--- config.mk ---
export PLATFORM = sky130hd
export DESIGN_NAME = car_detect_conditioner_flat
export DESIGN_NICKNAME = d
export VERILOG_FILES = /design/src/rtl/car_detect_conditioner_pkg.sv /design/src/rtl/car_detect_conditioner_if.sv /design/src/rtl/car_detect_conditioner_channel.sv /design/src/rtl/car_detect_conditioner.sv /design/src/flat_wrapper.sv
export SDC_FILE = /design/constraint.sdc
export NUM_CORES = 1
export LEC_CHECK = 0
export BUFFER_PORTS_ARGS = -buffer_cell sky130_fd_sc_hd__buf_2
export CAP_MARGIN = 20
export CORE_MARGIN = 5
export CORE_UTILIZATION = 54
export DETAILED_ROUTE_END_ITERATION = 7
export PLACE_DENSITY = 0.74
export SKIP_CTS_REPAIR_TIMING = 1
export SYNTH_ARGS = -nofsm -noshare
export SYNTH_HDL_FRONTEND = slang
export SYNTH_SLANG_ARGS = --single-unit
--- constraint.sdc ---
create_clock -name clock -period 1.9 [get_ports clock]
set_input_delay 0.57 -clock clock [delete_from_list [all_inputs] [get_ports clock]]
set_output_delay 0.57 -clock clock [all_outputs]
set_load 0.03 [all_outputs]
--- src/rtl/car_detect_conditioner_pkg.sv ---
// Shared definitions for the junction: lightseq bit meaning and the legal
// light patterns, so the FSM and the car detector agree on bit positions.
package car_detect_conditioner_pkg;

   typedef logic [5:0] lightseq_t;

   // lightseq bit indices: [5:3] road 1 R,A,G; [2:0] road 2 R,A,G
   localparam int R1_R = 5;
   localparam int R1_A = 4;
   localparam int R1_G = 3;
   localparam int R2_R = 2;
   localparam int R2_A = 1;
   localparam int R2_G = 0;

   // Light patterns driven by the junction FSM
   typedef enum logic [5:0] {
      LS_ALL_RED = 6'b100100,
      LS_G1_R2   = 6'b001100,
      LS_A1_R2   = 6'b010100,
      LS_R1_G2   = 6'b100001,
      LS_R1_A2   = 6'b100010
   } light_pat_e;

endpackage

--- src/rtl/car_detect_conditioner_if.sv ---
// Junction-FSM side bus of the car detector: lights in, requests and
// arrival counts out.
interface car_detect_conditioner_if #(
   parameter int ARR_W = 8
);
   import car_detect_conditioner_pkg::*;

   lightseq_t        lightseq;
   logic             count_clr;
   logic             D1;
   logic             D2;
   logic [ARR_W-1:0] arrivals1;
   logic [ARR_W-1:0] arrivals2;

   modport master (output lightseq, count_clr, input D1, D2, arrivals1, arrivals2);
   modport slave  (input lightseq, count_clr, output D1, D2, arrivals1, arrivals2);

endinterface

--- src/rtl/car_detect_conditioner_channel.sv ---
// One sensor channel: 2-flop synchroniser, counting debouncer, latched
// car-waiting request cleared by own green, saturating arrival counter.
module car_detect_channel #(
   parameter int DEBOUNCE_CYCLES = 4,
   parameter int CNT_W           = 4,
   parameter int ARR_W           = 8
) (
   input  logic             clock,
   input  logic             reset,
   input  logic             raw_i,
   input  logic             green_i,
   input  logic             count_clr_i,
   output logic             req_o,
   output logic [ARR_W-1:0] arrivals_o
);

   localparam logic [CNT_W-1:0] CNT_LAST = CNT_W'(DEBOUNCE_CYCLES - 1);

   logic             s1_q, s2_q;
   logic             deb_q, deb_d;
   logic [CNT_W-1:0] cnt_q, cnt_d;
   logic             req_q, req_d;
   logic [ARR_W-1:0] arr_q, arr_d;
   logic             rise;

   // Debounce: deb flips only after DEBOUNCE_CYCLES consecutive differing samples
   always_comb begin
      deb_d = deb_q;
      cnt_d = cnt_q;
      if (s2_q == deb_q) begin
         cnt_d = '0;
      end else if (cnt_q == CNT_LAST) begin
         deb_d = ~deb_q;
         cnt_d = '0;
      end else begin
         cnt_d = cnt_q + CNT_W'(1);
      end
   end

   assign rise = ~deb_q & deb_d;

   // Request and arrival next state: green clears first, clear beats increment
   always_comb begin
      req_d = req_q;
      if (green_i)    req_d = 1'b0;
      else if (deb_q) req_d = 1'b1;
      arr_d = arr_q;
      if (count_clr_i)  arr_d = '0;
      else if (rise)    arr_d = (&arr_q) ? arr_q : arr_q + ARR_W'(1);
   end

   // All channel state, cleared asynchronously
   always_ff @(posedge clock or posedge reset) begin
      if (reset) begin
         s1_q  <= 1'b0;
         s2_q  <= 1'b0;
         deb_q <= 1'b0;
         cnt_q <= '0;
         req_q <= 1'b0;
         arr_q <= '0;
      end else begin
         s1_q  <= raw_i;
         s2_q  <= s1_q;
         deb_q <= deb_d;
         cnt_q <= cnt_d;
         req_q <= req_d;
         arr_q <= arr_d;
      end
   end

   assign req_o      = req_q;
   assign arrivals_o = arr_q;

endmodule

--- src/rtl/car_detect_conditioner.sv ---
// Car detector for the junction: two independent sensor channels whose
// requests are cleared by that road's green light.
module car_detect_conditioner
   import car_detect_conditioner_pkg::*;
#(
   parameter int DEBOUNCE_CYCLES = 4,
   parameter int CNT_W           = 4,
   parameter int ARR_W           = 8
) (
   input  logic                     clock,
   input  logic                     reset,
   input  logic                     sensor1_raw,
   input  logic                     sensor2_raw,
   car_detect_conditioner_if.slave  bus
);

   logic [1:0]            raw, green, req;
   logic [1:0][ARR_W-1:0] arr;
   logic                  unused_light_bits;

   assign raw   = {sensor2_raw, sensor1_raw};
   assign green = {bus.lightseq[R2_G], bus.lightseq[R1_G]};

   // Only the green bits matter to the detector
   assign unused_light_bits = ^{bus.lightseq[R1_R], bus.lightseq[R1_A],
                                bus.lightseq[R2_R], bus.lightseq[R2_A]};

   for (genvar c = 0; c < 2; c++) begin : g_ch
      car_detect_channel #(
         .DEBOUNCE_CYCLES (DEBOUNCE_CYCLES),
         .CNT_W           (CNT_W),
         .ARR_W           (ARR_W)
      ) u_ch (
         .clock       (clock),
         .reset       (reset),
         .raw_i       (raw[c]),
         .green_i     (green[c]),
         .count_clr_i (bus.count_clr),
         .req_o       (req[c]),
         .arrivals_o  (arr[c])
      );
   end

   assign bus.D1        = req[0];
   assign bus.D2        = req[1];
   assign bus.arrivals1 = arr[0];
   assign bus.arrivals2 = arr[1];

endmodule

--- src/flat_wrapper.sv ---
// flat-port wrapper written by rule: the top's interface ports become plain ports
module car_detect_conditioner_flat import car_detect_conditioner_pkg::*;
#(
   parameter int DEBOUNCE_CYCLES = 4,
   parameter int CNT_W           = 4,
   parameter int ARR_W           = 8
)
  (clock, reset, sensor1_raw, sensor2_raw, bus_lightseq, bus_count_clr, bus_D1, bus_D2, bus_arrivals1, bus_arrivals2);
  car_detect_conditioner_if #(.ARR_W(ARR_W)) bus_i ();
  input  logic clock;
  input  logic reset;
  input  logic sensor1_raw;
  input  logic sensor2_raw;
  input wire logic [$bits(bus_i.lightseq)-1:0] bus_lightseq;
  input wire logic [$bits(bus_i.count_clr)-1:0] bus_count_clr;
  output wire logic [$bits(bus_i.D1)-1:0] bus_D1;
  output wire logic [$bits(bus_i.D2)-1:0] bus_D2;
  output wire logic [$bits(bus_i.arrivals1)-1:0] bus_arrivals1;
  output wire logic [$bits(bus_i.arrivals2)-1:0] bus_arrivals2;
  assign bus_i.lightseq = bus_lightseq;
  assign bus_i.count_clr = bus_count_clr;
  assign bus_D1 = bus_i.D1;
  assign bus_D2 = bus_i.D2;
  assign bus_arrivals1 = bus_i.arrivals1;
  assign bus_arrivals2 = bus_i.arrivals2;
  car_detect_conditioner #(.DEBOUNCE_CYCLES(DEBOUNCE_CYCLES), .CNT_W(CNT_W), .ARR_W(ARR_W)) u_core (.clock(clock), .reset(reset), .sensor1_raw(sensor1_raw), .sensor2_raw(sensor2_raw), .bus(bus_i));
endmodule
==> Word-level counts from Yosys, hierarchy flattened <==
Index checks and enable logic that the tools add are counted.
{ "op_classes": {"addsub": 4, "reduce_logical": 8, "n_bitwise": 4, "n_mux": 18, "eq_ne": 6} }
{ "ops": {"columns": ["op", "count"], "rows": [
  ["2-to-1 mux 8 bit", 6],
  ["adder 8 x 1 -> 8 bit (second input constant)", 2],
  ["2-to-1 mux 4 bit", 4],
  ["AND reduction 8 bit", 2],
  ["adder 4 x 1 -> 4 bit (second input constant)", 2],
  ["== test 4 x 2 -> 1 bit (second input constant)", 2],
  ["2-to-1 mux 1 bit", 8],
  ["nonzero test 2 bit", 4],
  ["!= test 2 bit (second input constant)", 2],
  ["AND reduction 2 bit", 2],
  ["AND 1 bit", 2],
  ["== test 1 bit", 2],
  ["inverter 1 bit", 2]
]} }
{ "totals": {"in_bits": 11, "word_cells": 52, "output_inout_bits": 18, "reg_bits": 32} }

==> Longest topological paths before layout <==
{ "depth": {"depth_word": 6, "ltp_mapped": 5, "depth_no_buf": 5} }

==> Modules after synthesis <==
Synthesis repeated with hierarchy kept, for this count alone.
{ "hier_totals": {"hier_cells": 136, "hier_area_um2": 1516.5} }
{ "by_module_without_submodules": {"columns": ["module", "cells_each", "instances", "seq_area_each_um2", "area_per_inst_um2"], "rows": [
  ["car_detect_channel", 68, 2, 400.4, 758.2]
]} }

==> Worst setup path before layout <==
OpenSTA, ideal clock, no wires.
{ "synth_path": {"path_kind": "reg-to-reg", "start": "register u_core.g_ch[0].u_ch.cnt_q[0]", "end": "register u_core.g_ch[0].u_ch.arr_q[6]", "synth_period_minus_slack_ns": 1.742, "setup_time_ns": 0.130, "path_buffers": 0, "required_time_ns": 1.770, "setup_slack_ns": 0.158, "arrival_time_ns": 1.611, "stages_incl_launch_ff": 6, "path_cell_list": "dfrtp_1 > ha_1 > or3b_1 > or4_4 > nor3_2 > a211oi_2"} }
{ "synth_via": {"elab_chain_len": 6} }
{ "synth_lines": {"columns": ["element", "line_no", "text"], "rows": [
  ["from (decl)", "car_detect_conditioner_channel.sv:21", "logic [CNT_W-1:0] cnt_q, cnt_d;"],
  ["from (signal assigned)", "car_detect_conditioner_channel.sv:65", "cnt_q <= cnt_d;"],
  ["== test 4 x 2 -> 1 bit", "car_detect_conditioner_channel.sv:32", "end else if (cnt_q == CNT_LAST) begin"],
  ["2-to-1 mux 1 bit", "car_detect_conditioner_channel.sv:32", null],
  ["2-to-1 mux 1 bit", "car_detect_conditioner_channel.sv:30", "if (s2_q == deb_q) begin"],
  ["AND 1 bit", "car_detect_conditioner_channel.sv:40", "assign rise = ~deb_q & deb_d;"],
  ["nonzero test 2 bit (no source line)", null, null],
  ["AND reduction 2 bit (no source line)", null, null],
  ["to (signal assigned)", "car_detect_conditioner_channel.sv:67", "arr_q <= arr_d;"],
  ["to (decl)", "car_detect_conditioner_channel.sv:23", "logic [ARR_W-1:0] arr_q, arr_d;"]
]} }
Every way passes these cells.
A chain may end at the register's enable or synchronous reset.

==> Worst setup path in the final report <==
Same ends and word-level chain as after synthesis.

==> results by group <==
Floorplan
  – Die Wd: 62.8 um
  – Core Rows: 19
  – Die Footprint: 0.00394 mm^2
  – DIE HEIGHT: 62.8 um
  – Core box area: 0.00271 mm^2
  – Initial core utilization: 55.5%
  – Ports: 29

Timing
  – Final hold violation count: 0
  – Final slew viol count: 0
  – Final period util: 96.5%
  – Setup-failing EPs final: 0
  – RSZ-0062 raised after global routing: true
  – Actual slew at the worst max-slew pin: 0.390 ns
  – Clock skew: 0.00703 ns
  – Max frequency: 0.545 GHz
  – Tmin final: 1.83 ns
  – Slew HR: 74.0%

Layout
  – Post-route insts no fill: 200
  – Antenna diodes: 0
  – Util after Layout: 64.3%
  – Final nets: 183
  – Layout cells sized above 1: 26.0%
  – Area grow syn2layout: 15.8%
  – Reg area: 801 um^2
  – Fillcell total: 230
  – Multi-input logic area: 693 um^2

Synthesis
  – Largest area contributor in the netlist: dfrtp_1
  – Post-synthesis cell area: 0.00150 mm^2
  – Post-synth top area share: 53.2%
  – Synth Warn #: 0
  – Post-synthesis cell type count: 35
  – Syn nets: 151
  – Post-Synthesis Cells: 136
  – Top cells by area, synth: dfrtp_1, nor2_1, xor2_1
  – Post-synthesis sequential area ratio: 53.2%
  – Syn Area/Cell: 11.1 um^2
  – Yosys reg bits: 32

Drt
  – Final WL: 2750 um
  – DRC violations left: 0
  – WL/cell: 13.8 um
  – Detail Route Antenna Nets: 0
  – Via/cell ratio: 5.71
  – Via count: 1141
  – Drt pass-1 iters: 4
  – DRT iter0 DRCs: 61

Clocking
  – CTS tree: built
  – Htree depth: 2
  – Worst-Skew Late Latency: 0.32 ns
  – CTS Sinks: 32
  – Clock tree buffer depth: 2
  – CTS Root Cell: clkbuf_4
  – CTS Buf Count: 5
  – Clk pin slew, worst setup/hold paths: 0.09 ns

Placed design
  – Buffers on Ports: 24
  – Post-DP HPWL: 1980 um
  – Final Wtd Congestion: 0.752
  – Post-Place Cells: 192

Setup path
  – Worst Path Arrival: 2.04 ns
  – Max FO, Critical Path: 4
  – Req. time, crit path: 2.11 ns
  – Critical path class: flop to flop
  – Crit start category: flop
  – Crit end category: flop

Power and ir drop
  – Lkg Pwr: 0.816 nW
  – IR drop worst, VDD: 0.717 mV
  – Total Power: 0.00153 W
  – Cell Pwr Density: 879 mW/mm^2

Job
  – Max-cap violations: 0

Status
  – Status: finished, final reports clean

Global routing
  – Largest net degree at the start of global routing: 33
  – GRT Overall Usage: 16.2%
  – Vias in the first global route: 1145
  – GRT overflow: 0
  – First-pass GRT wire length: 5100 um
  – Initial antenna violation count: 0

Min path
  – HP Class: primary input to async pin
[per-stage QoR]
step	instance area, um^2	hold WS (ns)	setup WS [ns]	setup TNS (ns)
6_report	1740	0.305	0.0664	0
5_1_grt	1740	0.322	-0.0165	-0.0318
4_1_cts	1740	0.304	0.0581	0
3_5_place_dp	1680	0.342	0.0686	0
3_3_place_gp	1680	0.333	0.112	0
2_1_floorplan	1500	0.331	0.158	0
[critical path, stage by stage, from the launching register on]
cell,delay (ns)
dfrtp_1,0.38
ha_2,0.20
or3b_4,0.38
or4_4,0.56
nor3_2,0.14
a211oi_2,0.06
[cells by family (layout without fill, tap and decap cells)]
kind of cell | Yosys count | in the layout | share of synthesized area, %
flip-flops | 32 | 32 | 53.2
multiplexers | 6 | 6 | 4.16
buffers and inverters | 4 | 37 | 0.998
AO/OA/AOI/OAI | 21 | 21 | 10.3
AND/OR/NAND/NOR | 61 | 61 | 23.3
adder cells (fa/ha/maj) | 4 | 4 | 3.33
XOR/XNOR | 8 | 8 | 4.66
[cell usage in the layout, fill, tap and decap left out, types with 4 or more instances in the layout]
cell | Yosys | layout
nor2b_1 | 5 | 5
nor2_1 | 16 | 16
buf_2 | 0 | 24
a21oi_1 | 8 | 8
or3_1 | 4 | 4
nand2_1 | 6 | 6
xor2_1 | 6 | 6
mux2i_1 | 4 | 4
dfrtp_1 | 32 | 32
clkbuf_4 | 0 | 5
o21ai_0 | 4 | 4
nand3_1 | 10 | 10
[synth_stat cells]
master      n
buf_1       1
xor2_1      6
or3_1       4
nor3_2      1
o31ai_1     2
o21ai_0     4
a31oi_1     1
nor3b_2     1
nor3b_4     1
o211ai_2    1
nand4_1     2
a21oi_1     8
nand2_1     6
a211oi_2    1
or4_4       1
ha_1        4
nand2b_1    3
nor3_1      2
nand3b_1    2
inv_1       2
mux2_2      2
a41o_1      1
or2b_1      1
nor2_1     16
clkbuf_1    1
mux2i_1     4
dfrtp_1    32
xnor2_1     2
nor4_1      2
nor2b_1     5
or4_1       2
o211ai_4    1
o2111ai_1   2
nand3_1    10
or3b_1      2
[power by group]
group	total, W	internal [W]	switching (W)	leakage, nW
Sequential	0.000820	0.000757	0.0000626	0.427
Clock	0.000397	0.000182	0.000215	0.0326
Combinational	0.000314	0.000144	0.000170	0.357
[final timing paths]
check	startpoint	end	slack, ns	cells past startpoint
min in group clock	sensor1_raw	u_core.g_ch[0].u_ch.s1_q	0.35	1
hold / removal	reset	u_core.g_ch[0].u_ch.cnt_q[1]	0.30	3
setup / recovery	u_core.g_ch[0].u_ch.cnt_q[0]	u_core.g_ch[0].u_ch.arrivals_o[6]	0.07	5
setup reg to reg	u_core.g_ch[0].u_ch.cnt_q[0]	u_core.g_ch[0].u_ch.arrivals_o[6]	0.07	5
hold reg to reg	u_core.g_ch[0].u_ch.s1_q	u_core.g_ch[0].u_ch.s2_q	0.36	0
max in group asynchronous	reset	u_core.g_ch[0].u_ch.arrivals_o[0]	1.31	3
[final cells by class]
cell class,count,area share (%)
flip-flops and latches,32,46.0
multi-input cells,100,39.8
repair buffers,27,8.19
clock buffers,8,3.38
well taps,31,2.23
inverters,2,0.431
[metal layers]
metal / global-route usage [%] / part of all wire, % / up-vias
li1: - / - / 559
met1: 18.9 / 44 / 558
met2: 27.3 / 49 / 18
met3: 4.86 / 4.5 / 6
met4: 7.16 / 1.8 / 0
met5: 0 / 0 / -
[sequential cells by signal, indices dropped and copies added, names as in the netlist]
name                         cells
u_core.g_ch.u_ch.arrivals_o     16
u_core.g_ch.u_ch.req_o           2
u_core.g_ch.u_ch.deb_q           2
u_core.g_ch.u_ch.cnt_q           8
u_core.g_ch.u_ch.s1_q            2
u_core.g_ch.u_ch.s2_q            2
Note: power is estimated with default switching activity, not from simulation.
